==> config.mk <==
export PLATFORM = sky130hd
export DESIGN_NAME = deser_lane_arbiter
export DESIGN_NICKNAME = d
export VERILOG_FILES = /design/src/rtl/deser_arb_pkg.sv /design/src/rtl/deser_lane_arbiter_rr_pick.sv /design/src/rtl/deser_lane_arbiter.sv
export SDC_FILE = /design/constraint.sdc
export NUM_CORES = 1
export LEC_CHECK = 0
export CORE_MARGIN = 2
export CORE_UTILIZATION = 25
export CTS_CLUSTER_DIAMETER = 50
export DETAILED_ROUTE_END_ITERATION = 8
export GPL_TIMING_DRIVEN = 1
export HOLD_SLACK_MARGIN = 0.02
export PLACE_DENSITY = 0.42
export SLEW_MARGIN = 10
export SYNTH_ARGS = -nofsm -noshare
export SYNTH_HDL_FRONTEND = slang
export SYNTH_SLANG_ARGS = --single-unit
==> constraint.sdc <==
create_clock -name clk_i -period 3.1 [get_ports clk_i]
set_input_delay 0.775 -clock clk_i [delete_from_list [all_inputs] [get_ports clk_i]]
set_output_delay 0.775 -clock clk_i [all_outputs]
set_load 0.1 [all_outputs]
==> src/rtl/deser_arb_pkg.sv <==
// deser_arb_pkg: shared state encoding, default sizes and counter-width helper
package deser_arb_pkg;
    typedef enum logic [1:0] {IDLE_S, COLLECT_S, DONE_S, ABORT_S} state_t;
    localparam int DEF_LANES   = 4;
    localparam int DEF_W       = 16;
    localparam int DEF_TIMEOUT = 64;
    function automatic int tmo_w(input int t);
        return $clog2(t + 1);
    endfunction
endpackage

==> src/rtl/deser_lane_arbiter_rr_pick.sv <==
// rr_pick: first requesting lane at or after ptr, wrapping, as one-hot and index
module rr_pick #(
    parameter  int LANES  = 4,
    localparam int LANE_W = $clog2(LANES)
) (
    input  logic [LANES-1:0]  req,
    input  logic [LANE_W-1:0] ptr,
    output logic [LANES-1:0]  win_oh,
    output logic [LANE_W-1:0] win_idx,
    output logic              hit
);
    logic [LANE_W-1:0] j;
    always_comb begin
        j = '0;
        win_idx = '0;
        for (int i = LANES - 1; i >= 0; i--) begin
            j = LANE_W'((int'(ptr) + i) % LANES);
            if (req[j]) win_idx = j;
        end
    end
    assign hit = |req;
    assign win_oh = hit ? LANES'(1) << win_idx : '0;
endmodule

==> src/rtl/deser_lane_arbiter.sv <==
// deser_lane_arbiter: round-robin shared serial-to-parallel capture with lane tag and stall abort
module deser_lane_arbiter
    import deser_arb_pkg::*;
#(
    parameter  int LANES          = DEF_LANES,
    parameter  int DATA_BUS_WIDTH = DEF_W,
    parameter  int TIMEOUT        = DEF_TIMEOUT,
    localparam int LANE_W         = $clog2(LANES)
) (
    input  logic                      clk_i,
    input  logic                      srst_i,
    input  logic [LANES-1:0]          req_i,
    input  logic [LANES-1:0]          lane_data_i,
    input  logic [LANES-1:0]          lane_data_val_i,
    output logic [LANES-1:0]          gnt_o,
    output logic [DATA_BUS_WIDTH-1:0] deser_data_o,
    output logic                      deser_data_val_o,
    output logic [LANE_W-1:0]         deser_lane_o,
    output logic                      err_o,
    output logic                      busy_o
);
    localparam int W  = DATA_BUS_WIDTH;
    localparam int CW = $clog2(W);
    localparam int TW = tmo_w(TIMEOUT);
    state_t            state;
    logic [LANE_W-1:0] ptr, g, win_idx, nxt;
    logic [LANES-1:0]  win_oh;
    logic              win_hit, take, last;
    logic [CW-1:0]     bit_cnt;
    logic [TW-1:0]     idle_cnt;
    logic [W-1:0]      sh, word;
    rr_pick #(.LANES(LANES)) u_pick (
        .req(req_i), .ptr(ptr), .win_oh(win_oh), .win_idx(win_idx), .hit(win_hit)
    );
    assign take   = (state == COLLECT_S) && lane_data_val_i[g];
    assign last   = bit_cnt == CW'(W - 1);
    assign word   = {sh[W-2:0], lane_data_i[g]};
    assign nxt    = (g == LANE_W'(LANES - 1)) ? '0 : g + 1'b1;
    assign busy_o = state != IDLE_S;
    always_ff @(posedge clk_i) begin
        if (srst_i) begin
            state <= IDLE_S;
            gnt_o <= '0;
            deser_data_o <= '0;
            deser_data_val_o <= 1'b0;
            deser_lane_o <= '0;
            err_o <= 1'b0;
            ptr <= '0;
            g <= '0;
            bit_cnt <= '0;
            idle_cnt <= '0;
            sh <= '0;
        end else begin
            deser_data_val_o <= 1'b0;
            err_o <= 1'b0;
            case (state)
                IDLE_S, DONE_S, ABORT_S: begin
                    state <= win_hit ? COLLECT_S : IDLE_S;
                    if (win_hit) begin
                        gnt_o <= win_oh;
                        g <= win_idx;
                        bit_cnt <= '0;
                        idle_cnt <= '0;
                    end
                end
                COLLECT_S: begin
                    if (take) begin
                        sh <= word;
                        idle_cnt <= '0;
                        bit_cnt <= bit_cnt + 1'b1;
                        if (last) begin
                            gnt_o <= '0;
                            deser_data_o <= word;
                            deser_data_val_o <= 1'b1;
                            deser_lane_o <= g;
                            ptr <= nxt;
                            state <= DONE_S;
                        end
                    end else if (idle_cnt == TW'(TIMEOUT)) begin
                        gnt_o <= '0;
                        err_o <= 1'b1;
                        deser_lane_o <= g;
                        ptr <= nxt;
                        state <= ABORT_S;
                    end else begin
                        idle_cnt <= idle_cnt + 1'b1;
                    end
                end
                default: state <= IDLE_S;
            endcase
        end
    end
endmodule

### Word-level counts from Yosys, hierarchy flattened

Index checks and enable logic that the tools add are counted.

* add/sub/neg operators: 6
* $lt $le $gt $ge: 5
* equal/unequal tests: 12
* shifts and indexed selects: 1
* mux-type cells: 42
* bitwise gates (word level): 2
* reduce and logical (&&, ||, !) cells: 16

Operators with widths (count)
* 2-bit 2-to-1 mux: 14
* 4-bit 2-to-1 mux: 6
* 7-bit 2-to-1 mux: 3
* 4-bit case mux with 2 select lines: 2
* 2-bit by 3-bit less-than comparator with 1-bit output (second input constant): 5
* 7-bit case mux with 2 select lines: 1
* 1-bit binary-select mux with 2-bit select: 6
* 2-bit AND reduction: 5
* 1-bit 2-to-1 mux: 9
* 3-bit AND reduction: 3
* 3-bit OR reduction: 3
* 7-bit by 1-bit adder with 7-bit output (second input constant): 1
* 7-bit equality test (second input constant): 1
* 2-bit equality test (second input constant): 3
* 3-bit != test (second input constant): 2
* 2-bit by 1-bit adder with 2-bit output (second input constant): 2
* 2-bit adder (second input constant): 2
* 4-bit by 1-bit adder with 4-bit output (second input constant): 1
* 4-bit equality test (second input constant): 1
* 2-bit != test (second input constant): 2
* 2-bit case mux with 2 select lines: 1
* 2-bit nonzero test: 2
* 4-bit OR reduction: 1
* 1-bit by 2-bit left shift with 4-bit output (first input constant): 1
* other kinds (6): 7

* register bits: 56
* bits of input ports: 14
* output and inout bits: 25
* word-level logic and storage cells: 95

### Logic depth before layout (Yosys ltp)

* depth in word-level cells: 10
* depth in mapped cells: 6
* gate-level depth less buffers: 6

### Modules after synthesis

Synthesis repeated with hierarchy kept, for this count alone.

* cell total of the unflattened synthesis: 289
* area total of the unflattened synthesis: 2462.4 sq um

By module, submodules not included
* deser_lane_arbiter: times used 1, cells each 260, area each 2264.7 sq um, seq. area each 1121.1 sq um
* rr_pick: times used 1, cells each 29, area each 197.7 sq um, seq. area each 0.0 sq um

### Worst setup path after synthesis

No wires, ideal clock.

* kind: input to register
* start point: in lane_data_val_i[3]
* end point: reg deser_lane_o[1]
* arrival time: 1.961 ns
* setup slack: 1.007 ns
* cell stages on the path: 6
* cell sequence: mux4_2 > buf_6 > and3_1 > buf_2 > o21ai_0 > a21oi_1

* longest elaborated chain between the ends: 5
* elaborated cells between the ends (all ways): 7
* classes of those cells: 1 x eq/ne; 3 x mux; 3 x reduce/logical

Ends and longest elaborated chain
* from (decl): RTL line deser_lane_arbiter.sv:14 `input logic [LANES-1:0] lane_data_val_i,`
* 1-bit binary-select mux with 2-bit select *: RTL line deser_lane_arbiter.sv:35 `assign take = (state == COLLECT_S) && lane_data_val_i[g];`
* 1-bit 2-to-1 mux (implied by the code) *: RTL line deser_lane_arbiter.sv:35
* 1-bit logical AND *: RTL line deser_lane_arbiter.sv:35
* 2-bit by 1-bit != test with 1-bit output (no source line) / 2-bit nonzero test (equally long branches)
* 3-bit AND reduction (no source line)
* to (signal assigned): RTL line deser_lane_arbiter.sv:75 `deser_lane_o <= g;`
* to (signal assigned): RTL line deser_lane_arbiter.sv:82 `deser_lane_o <= g;`
* to (decl): RTL line deser_lane_arbiter.sv:18 `output logic [LANE_W-1:0] deser_lane_o,`

Mark *: on every way between the ends. The rest lies on a longest branch, timed or not. The select of a mux whose other input is x is not followed.
A chain may end at the register's enable or synchronous reset.

### Final worst setup path

* start point: in lane_data_val_i[0]
* end point: reg state[1]

* longest elaborated chain between the ends: 5
* elaborated cells between the ends (all ways): 8
* classes of those cells: 2 x eq/ne; 4 x mux; 2 x reduce/logical

Ends and longest elaborated chain
* 1-bit binary-select mux with 2-bit select *: RTL line deser_lane_arbiter.sv:35
* 1-bit 2-to-1 mux (implied by the code) *: RTL line deser_lane_arbiter.sv:35
* 1-bit logical AND *: RTL line deser_lane_arbiter.sv:35
* 2-bit 2-to-1 mux, or another cell as far along: RTL line deser_lane_arbiter.sv:67 `if (take) begin`
* 2-bit case mux with 2 select lines / 2-bit AND reduction (equally long branches)
* to (signal assigned): RTL line deser_lane_arbiter.sv:58 `state <= win_hit ? COLLECT_S : IDLE_S;`
* to (decl): RTL line deser_lane_arbiter.sv:25 `state_t state;`

Marked as above.

==> flow_summary.toml <==
[routing]
dr.pass1.iters = 4
via_count = 2053
drt_iter0_drc = 88
via_per_inst = 4.51
drt-total-wl_um = 5810
post-route-drc-count = 0
wire_per_inst_um = 12.8
antenna_left = 0

[timing]
final.min_clock_period_ps = 2410
maxSlewHeadroom_pct = 56.3
slew_violations = 0
fmax_ghz = 0.416
hold_viol_final = 0
rsz0062_at_grt = "no"
finalSetupViolations = 0
tns_ps = 0
period_share_pct = 77.6
tightest_slew_ps = 656
fin_worst_skew_ps = 8.99

[critical_path]
cp-end-kind = "flop"
rr_worst_depth = 4
crit_required_ps = 3290
path_class = "primary input to flop"
worstPathMaxFanout = 11
worstPathArrival_ps = 2600
startpoint_type = "primary input"

[clock_tree]
cts_buffer_depth = 2
cts_tree = "done"
cts_made_buffers = 5
clkLatencyLatePin_ps = 320
cts_setup_buffers = 0
clock_sinks = 56
clk_pin_slew_ps = 110
root_buffer = "clkbuf_8"
cts-htree-levels = 2
ctsHoldBuffers = 0
cts_resized = 0

[final_layout]
syn2layout_area_growth_pct = 21.7
final_cell_mix = "nand2_1, dfxtp_1, a21oi_1"
antenna_cells = 0
nFillCells = 1015
nNetsFinal = 343
drive_above_1_share_pct = 15.3
fin_cells = 455
final_common_cell = "nand2_1"

[yosys]
synth_cell_types = 47
ys_seq_area_share_pct = 46.2
async_flop_share_pct = 0
synth_edf_count = 0
synth_nets = 308
ys_ff_latch = 56
yosysWarnings = 0
avgSynthCellArea_um2 = 8.37
synth_area_mm2 = 0.00243
synth_cells = 290
synth_ff_type = "dfxtp_1"

[min_path]
min_path_cells = 2
hold_path_class = "flop to flop"

[pwr]
power_mw = 1.29
power_leakage_nw = 1.02
powerDensity_mw_per_mm2 = 438
peakVddDrop_mv = 0.225

[floorplan]
die_h_um = 103
start_util_pct = 26.0
die_x_um = 103
io_pins = 39
num_rows = 35
fp.coreArea_mm2 = 0.00933
fp.dieArea_mm2 = 0.0105

[grt]
track_usage_pct = 12.2
grt-ovfl-total = 0
first_global_vias = 2043
grt_start_max_net_pins = 34
antenna_found_initial = 0
grt_first_pass_wirelength_um = 10100

[run_status]
status = "complete, no violations"

[placed_design]
routabilityCongestion = 0.771
placed_cells = 447
hpwl_um = 4130
port_buffers = 38

[flow_run]
drv_cap = 0
==> cell usage after synthesis, drive strengths merged (5+ instances only) <==
cell / instances / share of area [%]
buf: 9 / 2.5
nand3: 7 / 1.4
nor2: 10 / 1.9
clkbuf: 7 / 1.1
a21oi: 43 / 9.0
nand2: 70 / 11
nor2b: 6 / 1.6
dfxtp: 56 / 46
nor3: 5 / 1.0
inv: 8 / 1.2
nor4: 5 / 2.2
o21ai: 11 / 2.3
==> worst max-delay path: stages <==
cell,delay [ps]
clkdlybuf4s50_1,440
mux4_2,630
and3_1,340
or2_1,270
nor2b_2,150
==> cell type report <==
cell class                 instances  area, µm²  area share [%]
multi-input combinational        210       1190            40.3
sequential                        56       1120            38.0
timing repair buffer              44        358            12.1
tap                              129        161            5.46
clock buffer                       5       68.8            2.33
inverter                           8       30.0            1.02
clock inverter                     3       25.0           0.847
==> path summary, 6_finish.rpt <==
check                    end  slack, ps                from
max                 state[1]        690  lane_data_val_i[0]
min          deser_data_o[4]        460     deser_data_o[4]
max reg2reg         state[1]       1050                g[0]
min reg2reg  deser_data_o[4]        460     deser_data_o[4]
==> registers in the layout (all words and copies together) (netlist names) <==
| name | cells |
|---|---|
| sh | 15 |
| ptr | 2 |
| gnt_o | 4 |
| idle_cnt | 7 |
| err_o | 1 |
| g | 2 |
| deser_lane_o | 2 |
| state | 2 |
| bit_cnt | 4 |
| deser_data_val_o | 1 |
| deser_data_o | 16 |
==> logic make-up (layout without fill, tap and decap cells) <==
kind of cell | Yosys count | after routing | share of synthesized area, %
muxes | 2 | 2 | 2.01
buffers and inverters | 24 | 60 | 4.79
adders and majority gates | 4 | 4 | 2.06
DFF | 56 | 56 | 46.2
and+or+nand+nor | 128 | 128 | 26.1
xor gates and xnor gates | 4 | 4 | 1.44
AOI/OAI and AO/OA | 72 | 72 | 17.4
==> metrics by stage <==
| step | hold slack [ps] | worst slack [ps] | util [%] | cell area (µm²) |
|---|---|---|---|---|
| 6_report | 460 | 695 | 31.7 | 2950 |
| 3_5_place_dp | 449 | 347 | 30.7 | 2860 |
| 5_1_grt | 492 | 550 | 31.7 | 2950 |
| 3_3_place_gp | 449 | 370 | 30.7 | 2860 |
| 4_1_cts | 464 | 693 | 31.7 | 2950 |
| 2_1_floorplan | 432 | 1010 | - | 2430 |
==> where the power goes <==
part | internal [mW] | total (mW) | switching [mW]
sequential | 0.727 | 0.735 | 0.00758
clock | 0.166 | 0.430 | 0.264
combinational | 0.0439 | 0.129 | 0.0850
total | 0.937 | 1.29 | 0.357
==> layer usage <==
| layer | wire length, µm | GRT usage [%] | vias to the layer above |
|---|---|---|---|
| met5 | 0 | 0 | - |
| met2 | 2590 | 18.7 | 35 |
| met1 | 2920 | 17.5 | 946 |
| met4 | 71 | 3.69 | 0 |
| met3 | 224 | 2.37 | 4 |
| li1 | - | - | 1068 |
Power figures use the tool's default switching activity.
